## src/rtl/rr_mux_n.sv

```systemverilog
// N-input round-robin / fixed-priority multiplexer with a registered output
// slot; one word per cycle when the consumer keeps up.
module rr_mux_n #(
    parameter int WIDTH  = 32,
    parameter int NUM_IN = 16,
    parameter int SEL_W  = 4
) (
    input  logic                    clock,
    input  logic                    reset,
    input  logic                    mode,
    input  logic [NUM_IN*WIDTH-1:0] in_data,
    input  logic [NUM_IN-1:0]       in_valid,
    output logic [NUM_IN-1:0]       in_ready,
    output logic [WIDTH-1:0]        out_data,
    output logic [SEL_W-1:0]        out_sel,
    output logic                    out_valid,
    input  logic                    out_ready
);

    logic [WIDTH-1:0]  out_data_q, out_data_d;
    logic [SEL_W-1:0]  out_sel_q, out_sel_d;
    logic              out_valid_q, out_valid_d;
    logic [SEL_W-1:0]  last_grant_q, last_grant_d;

    logic              load_en;
    logic              found;
    logic [SEL_W-1:0]  gnt_idx;
    logic [NUM_IN-1:0] grant;
    logic [WIDTH-1:0]  sel_data;
    logic [SEL_W:0]    sum;
    logic [SEL_W-1:0]  idx;

    // Arbiter: search order starts at last_grant+1 (round-robin) or 0 (fixed)
    always_comb begin
        found   = 1'b0;
        gnt_idx = '0;
        sum     = '0;
        idx     = '0;
        for (int k = 0; k < NUM_IN; k++) begin
            sum = {1'b0, last_grant_q} + (SEL_W+1)'(k + 1);
            if (sum >= (SEL_W+1)'(NUM_IN)) begin
                sum = sum - (SEL_W+1)'(NUM_IN);
            end
            idx = mode ? SEL_W'(k) : sum[SEL_W-1:0];
            if (!found && in_valid[idx]) begin
                found   = 1'b1;
                gnt_idx = idx;
            end
        end
    end

    // One-hot grant and AND-OR data select so unselected channels are masked
    always_comb begin
        grant    = '0;
        sel_data = '0;
        if (found) begin
            grant[gnt_idx] = 1'b1;
        end
        for (int i = 0; i < NUM_IN; i++) begin
            if (grant[i]) begin
                sel_data = in_data[i*WIDTH +: WIDTH];
            end
        end
    end

    // Accept a new word when the slot is empty or being drained this cycle
    always_comb begin
        load_en  = !out_valid_q || out_ready;
        in_ready = (load_en && !reset) ? grant : '0;
    end

    // Next-state for the output slot and round-robin pointer
    always_comb begin
        out_data_d   = out_data_q;
        out_sel_d    = out_sel_q;
        out_valid_d  = out_valid_q;
        last_grant_d = last_grant_q;
        if (load_en) begin
            if (found) begin
                out_data_d   = sel_data;
                out_sel_d    = gnt_idx;
                out_valid_d  = 1'b1;
                last_grant_d = gnt_idx;
            end else begin
                out_valid_d  = 1'b0;
            end
        end
    end

    // State registers; reset empties the slot and points the search at 0
    always_ff @(posedge clock or posedge reset) begin
        if (reset) begin
            out_data_q   <= '0;
            out_sel_q    <= '0;
            out_valid_q  <= 1'b0;
            last_grant_q <= SEL_W'(NUM_IN - 1);
        end else begin
            out_data_q   <= out_data_d;
            out_sel_q    <= out_sel_d;
            out_valid_q  <= out_valid_d;
            last_grant_q <= last_grant_d;
        end
    end

    assign out_data  = out_data_q;
    assign out_sel   = out_sel_q;
    assign out_valid = out_valid_q;

endmodule

```

## config.mk

```make
export PLATFORM = sky130hd
export DESIGN_NAME = rr_mux_n
export DESIGN_NICKNAME = d
export VERILOG_FILES = /design/src/rtl/rr_mux_n.sv
export SDC_FILE = /design/constraint.sdc
export NUM_CORES = 1
export LEC_CHECK = 0
export BUFFER_PORTS_ARGS = -buffer_cell sky130_fd_sc_hd__buf_2
export CAP_MARGIN = 20
export CELL_PAD_IN_SITES_DETAIL_PLACEMENT = 2
export CELL_PAD_IN_SITES_GLOBAL_PLACEMENT = 2
export CORE_AREA = 2 2 228 230
export CTS_CLUSTER_DIAMETER = 200
export DETAILED_ROUTE_END_ITERATION = 10
export DIE_AREA = 0 0 230 232
export PLACE_DENSITY = 0.78
export SKIP_CTS_REPAIR_TIMING = 1
export SLEW_MARGIN = 20
export SYNTH_ARGS = -nofsm -noshare
export SYNTH_HDL_FRONTEND = slang
export SYNTH_SLANG_ARGS = --single-unit
```

## constraint.sdc

```tcl
create_clock -name clock -period 5.93 [get_ports clock]
set_input_delay 0.2965 -clock clock [delete_from_list [all_inputs] [get_ports clock]]
set_output_delay 0.2965 -clock clock [all_outputs]
set_load 0.01 [all_outputs]
```

-- Word level (Yosys, flattened, before mapping)
Cells that the tools add are included.
Widths: inputs -> output; s select.
- register bits after elaboration: 41
- word-level logic and storage cells: 223
- add/subtract/negate cells: 32
- order comparisons: 34
- muxes and demuxes: 117
- reductions and logical operators: 36
- operators by type and width (kind ; number):
    $mux 32 ; 16
    $mux 4 ; 48
    $lt 4x5->1 const B ; 17
    $ge 5x5->1 const B ; 16
    $bmux 1 s4 ; 16
    $sub 4x1->4 const B ; 16
    $add 4x4->5 const B ; 8
    $mux 1 ; 34
    $mux 16 ; 2
    $add 4x3->5 const B ; 4
    $logic_and 1x1->1 ; 17
    $logic_not 1->1 ; 17
    $add 4x2->5 const B ; 2
    $add 4x1->5 const B ; 1
    $add 4x5->5 const B ; 1
    $demux 1 s4 ; 1
    $ge 4x1->1 const B ; 1
    $reduce_and 2->1 ; 1
    $logic_or 1x1->1 ; 1

-- Logic depth before layout (Yosys ltp)
- depth after elaboration: 73
- mapped depth: 26
- gate-level depth less buffers: 16

-- Worst setup path after synthesis
No wires, ideal clock.
- path kind: flip-flop to flip-flop
- start: reg last_grant_q[0]
- end: reg out_data_q[25], in the netlist out_data[25]
- library setup time: 0.126 ns
- arrival: 4.990 ns
- data required time: 5.804 ns
- slack: 0.814 ns
- cell stages (with the launch flop): 24
- path buffers: 8
- clock period less this slack: 5.116 ns
- cell sequence: dfstp_2 -> buf_6 -> buf_4 -> buf_2 -> inv_1 -> ha_1 -> xor2_2 -> nand2b_1 -> buf_4 -> a21oi_1 -> o21ai_0 -> nand4_2 -> or3_1 -> buf_2 -> o22ai_1 -> a32oi_1 -> or2_1 -> buf_2 -> or4_1 -> buf_2 -> buf_2 -> nor2_1 -> nor3_1 -> a221o_1
- longest elaborated chain between the ends: 73
- elaborated cells on any way between the ends: 197
- RTL lines (item ; RTL line ; RTL):
    start: declaration ; 23 ; logic [SEL_W-1:0] last_grant_q, last_grant_d;
    start signal: assignment ; 96 ; last_grant_q <= SEL_W'(NUM_IN - 1);
    start signal: assignment ; 101 ; last_grant_q <= last_grant_d;
    $add 4x1->5 ; 40 ; sum = {1'b0, last_grant_q} + (SEL_W+1)'(k + 1);
    $sub 4x1->4 / $ge 5x5->1 (equally long branches) ; 42, 41 ;
    $mux 4 ; 41 ; if (sum >= (SEL_W+1)'(NUM_IN)) begin
    $mux 4 ; 44 ; idx = mode ? SEL_W'(k) : sum[SEL_W-1:0];
    $bmux 1 s4 ; 45 ; if (!found && in_valid[idx]) begin
    $mux 1 (not written as such) ; 45 ;
    $mux 1 ; 45 ;
    $logic_not 1->1 ; 45 ;
    [... 42 more ...] ; - ;
    $logic_and 1x1->1 ; 45 ;
    $mux 4 ; 45 ;
    $lt 4x5->1 (not written as such) / $ge 4x1->1 (equally long branches) ; 57 ; grant[gnt_idx] = 1'b1;
    $logic_and 1x1->1 (not written as such) ; 57 ;
    $mux 1 (not written as such) ; 57 ;
    $demux 1 s4 ; 57 ;
    $mux 16 ; 56 ; if (found) begin
    $mux 32 (16 in a row) ; 60 ; if (grant[i]) begin
    end signal: assignment ; 98 ; out_data_q <= out_data_d;
    end: declaration ; 20 ; logic [WIDTH-1:0] out_data_q, out_data_d;
Parallel ways exist; a longest one is shown, timed or not. The select of a mux whose other input is x is not followed.
A chain may end at the register's enable or synchronous reset.

-- Final worst setup path
- start: reg last_grant_q[0]
- end: reg out_data_q[6], in the netlist out_data[6]
Same word-level chain as after synthesis.

==> qor.yml <==
routing:
  drt-pass1-iter-count: 5
  drc: 0
  dr_total_vias: 13130
  avgViaCountPerCell: 5.407
  wl_um: 71040
  drtAntennaViolNets: 0
  wl_per_cell_um: 29.25
  drt-initial-drc-count: 999
logic_synthesis:
  synth_nets: 1662
  synthArstFlopShare_pct: 100.0
  yosys.area.top_type: "dfrtp_1"
  ys_ff_latch: 41
  ys_top_cells_by_area: "dfrtp_1, a22oi_1, mux2i_1"
  synthFlopType: "dfrtp_1"
  synth_edf_count: 0
  synth_cell_types: 102
  yosysWarnings: 0
  seq_area_frac_synth_pct: 12.31
  syn-cell-area_um2: 8373
  synth_top_area_share_pct: 11.06
  syn_inst: 1122
  postSynthAreaPerCell_um2: 7.463
global_route:
  grt_pass1_wl_um: 98740
  grt_start_max_net_pins: 46
  antenna_found_initial: 27
  grt_overflow: 0
  grt_pass1_vias: 13990
  grt_usage_pct: 25.15
sta:
  fin_crit_sh_pct: 96.95
  worstMarginPinSlew_ps: 1094
  max_freq_mhz: 173.9
  setup_viol: 0
  fin_crit_ps: 5749
  relSlewSlack_pct: 26.80
  worst_slack_ps: 181.0
  slew_violations: 0
  finClkSkew_ps: 9.003
  finalHoldViolations: 0
critical_path:
  reg2reg_depth: 21
  crit_slowest_cell: "dfstp_2"
  slowest_delay_ps: 550
  cp-end-kind: "flip-flop"
  cp-start-kind: "flip-flop"
  critical_path.top_delay_family: "compound AO/OA/AOI/OAI gates"
  crit_path_max_fanout: 25
  crit_type: "reg2reg"
  crit_required_ps: 6120
  worst-path-stages: 21
  worstPathArrival_ps: 5940
  cp_num_buf_inv: 6
  crit_chain: "buf_4 > ha_2 > xnor2_2 > a2111oi_0 > buf_4 > a2111oi_1 > buf_4 > a211oi_4 > nand4b_4 > or3_1 > o22ai_1 > a32oi_1 > buf_4 > or2_1 > buf_12 > or4_1 > buf_4 > o22ai_2 > o21ai_0 > a31oi_1 > nor2b_1"
  timing.rr.start: "last_grant_q[0]"
  regToRegSetupSlack_ps: 180
  path_common_cell: "buf_4"
  startpoint: "last_grant_q[0]"
clocking:
  cts_buffer_depth: 2
  numCtsBuffers: 5
  cts_root_buf: "clkbuf_16"
  cts_sinks: 41
  clkSlewWorstSetupHoldPaths_ps: 80
  worstSkewPairLatency_ps: 310
  cts_tree: "yes"
  htreeDepth: 2
pwr:
  leakage_nw: 5.805
  powerDensity_nw_per_um2: 936.1
  p_total_w: 0.01228
  max-vdd-ir-drop_uv: 435.7
placement:
  pre_cts_ws_ps: -49.21
  portBuffers: 584
  gp_congestion: 1.010
  dp_hpwl_um: 60260
die:
  fp.dieH_um: 232
  num_rows: 83
  die_w_um: 230
  core_um2: 50890
  dieArea_um2: 53360
  ios: 585
  start_util_pct: 16.45
cells_and_area:
  drive_gt1_share_pct: 47.23
  final_cell_mix: "buf_2, buf_4, a22oi_1"
  nets: 2269
  final_common_cell: "buf_2"
  area_growth_pct: 56.72
hold_path:
  hold_path_class: "in2async"
run:
  max_cap_viol_count: 0
outcome:
  status: "completed"
worst paths after layout:
kind | endpoint
min in group clock | out_data[27]
max in group asynchronous | out_data[22]
worst max-delay path | out_data[6]
worst max register to register | out_data[6]
worst min register to register | out_sel[1]
worst min-delay path | out_data[14]
sequential cells by signal, indices dropped and copies added (netlist names):
signal,flops
out_valid,1
out_data,32
last_grant_q,4
out_sel,4
worst min-delay path, stage by stage:
cell	delay [ps]
buf_2	100
inv_2	40
buf_4	530
where the power goes:
group | internal (W) | switching, W
Combinational | 0.00426 | 0.00708
Clock | 0.000244 | 0.000143
Sequential | 0.000468 | 0.0000924
Total | 0.00497 | 0.00731
metal layers:
| metal | GRT usage, % | vias up | wire length [µm] |
|---|---|---|---|
| li1 | - | 5791 | - |
| met1 | 31.09 | 6605 | 29210 |
| met2 | 42.15 | 618 | 34530 |
| met3 | 5.611 | 107 | 4914 |
| met4 | 10.22 | 12 | 2300 |
| met5 | 0 | - | 82 |
cell usage after synthesis (5+ instances only):
master	number
and3_1	20
o21ai_1	9
or3_1	19
nor2b_1	15
nand3_1	47
mux2i_1	40
ha_1	8
o21ai_0	54
mux2_2	19
o31ai_1	6
nand2b_1	6
o21a_1	7
a21o_1	6
nand4_1	29
a2111oi_0	17
a211o_1	5
o211ai_1	6
a22o_1	34
nor2_1	78
a211oi_1	10
dfrtp_1	37
nand2_1	56
a221o_1	9
a22oi_1	98
buf_6	7
a221oi_1	8
a31oi_1	8
nor4_1	19
o22a_1	27
buf_2	31
and2_1	10
buf_4	9
inv_1	16
buf_1	5
o22ai_1	42
a21oi_1	57
clkbuf_1	51
nor3_1	44
o2111ai_1	27
a32oi_1	7
kinds of logic after synthesis:
group | count (synthesis) | synth area share, %
muxes | 67 | 9.160
adders and majority gates | 8 | 1.196
AOI/OAI and AO/OA | 484 | 42.74
xor gates and xnor gates | 7 | 1.001
DFF | 41 | 12.31
buffers and inverters | 119 | 6.829
and+or+nand+nor | 396 | 26.76
cell type report:
class / instances / area (µm²)
clock buffers: 5 / 125.1
fillers: 6143 / 37760
well taps: 680 / 850.8
multi-input cells: 962 / 6948
flip-flops and latches: 41 / 1031
diodes: 19 / 47.55
repair buffers: 703 / 3991
inverters: 16 / 60.06
clock inverters: 3 / 68.82
per-stage QoR:
step                setup TNS [ps]  instances  cell area, µm²  util [%]  hold WS, ps
global route                -40.25       2427           13120     25.78        203.8
finish                           0       2429           13120     25.79        172.6
detailed placement          -95.19       2401           12760     25.08        461.4
global placement                 0       2401           12760     25.08        462.4
floorplan                        0       1122            8373         -        503.5
CTS                         -544.2       2409           12960     25.47        180.1
(Power assumes the default switching activity.)
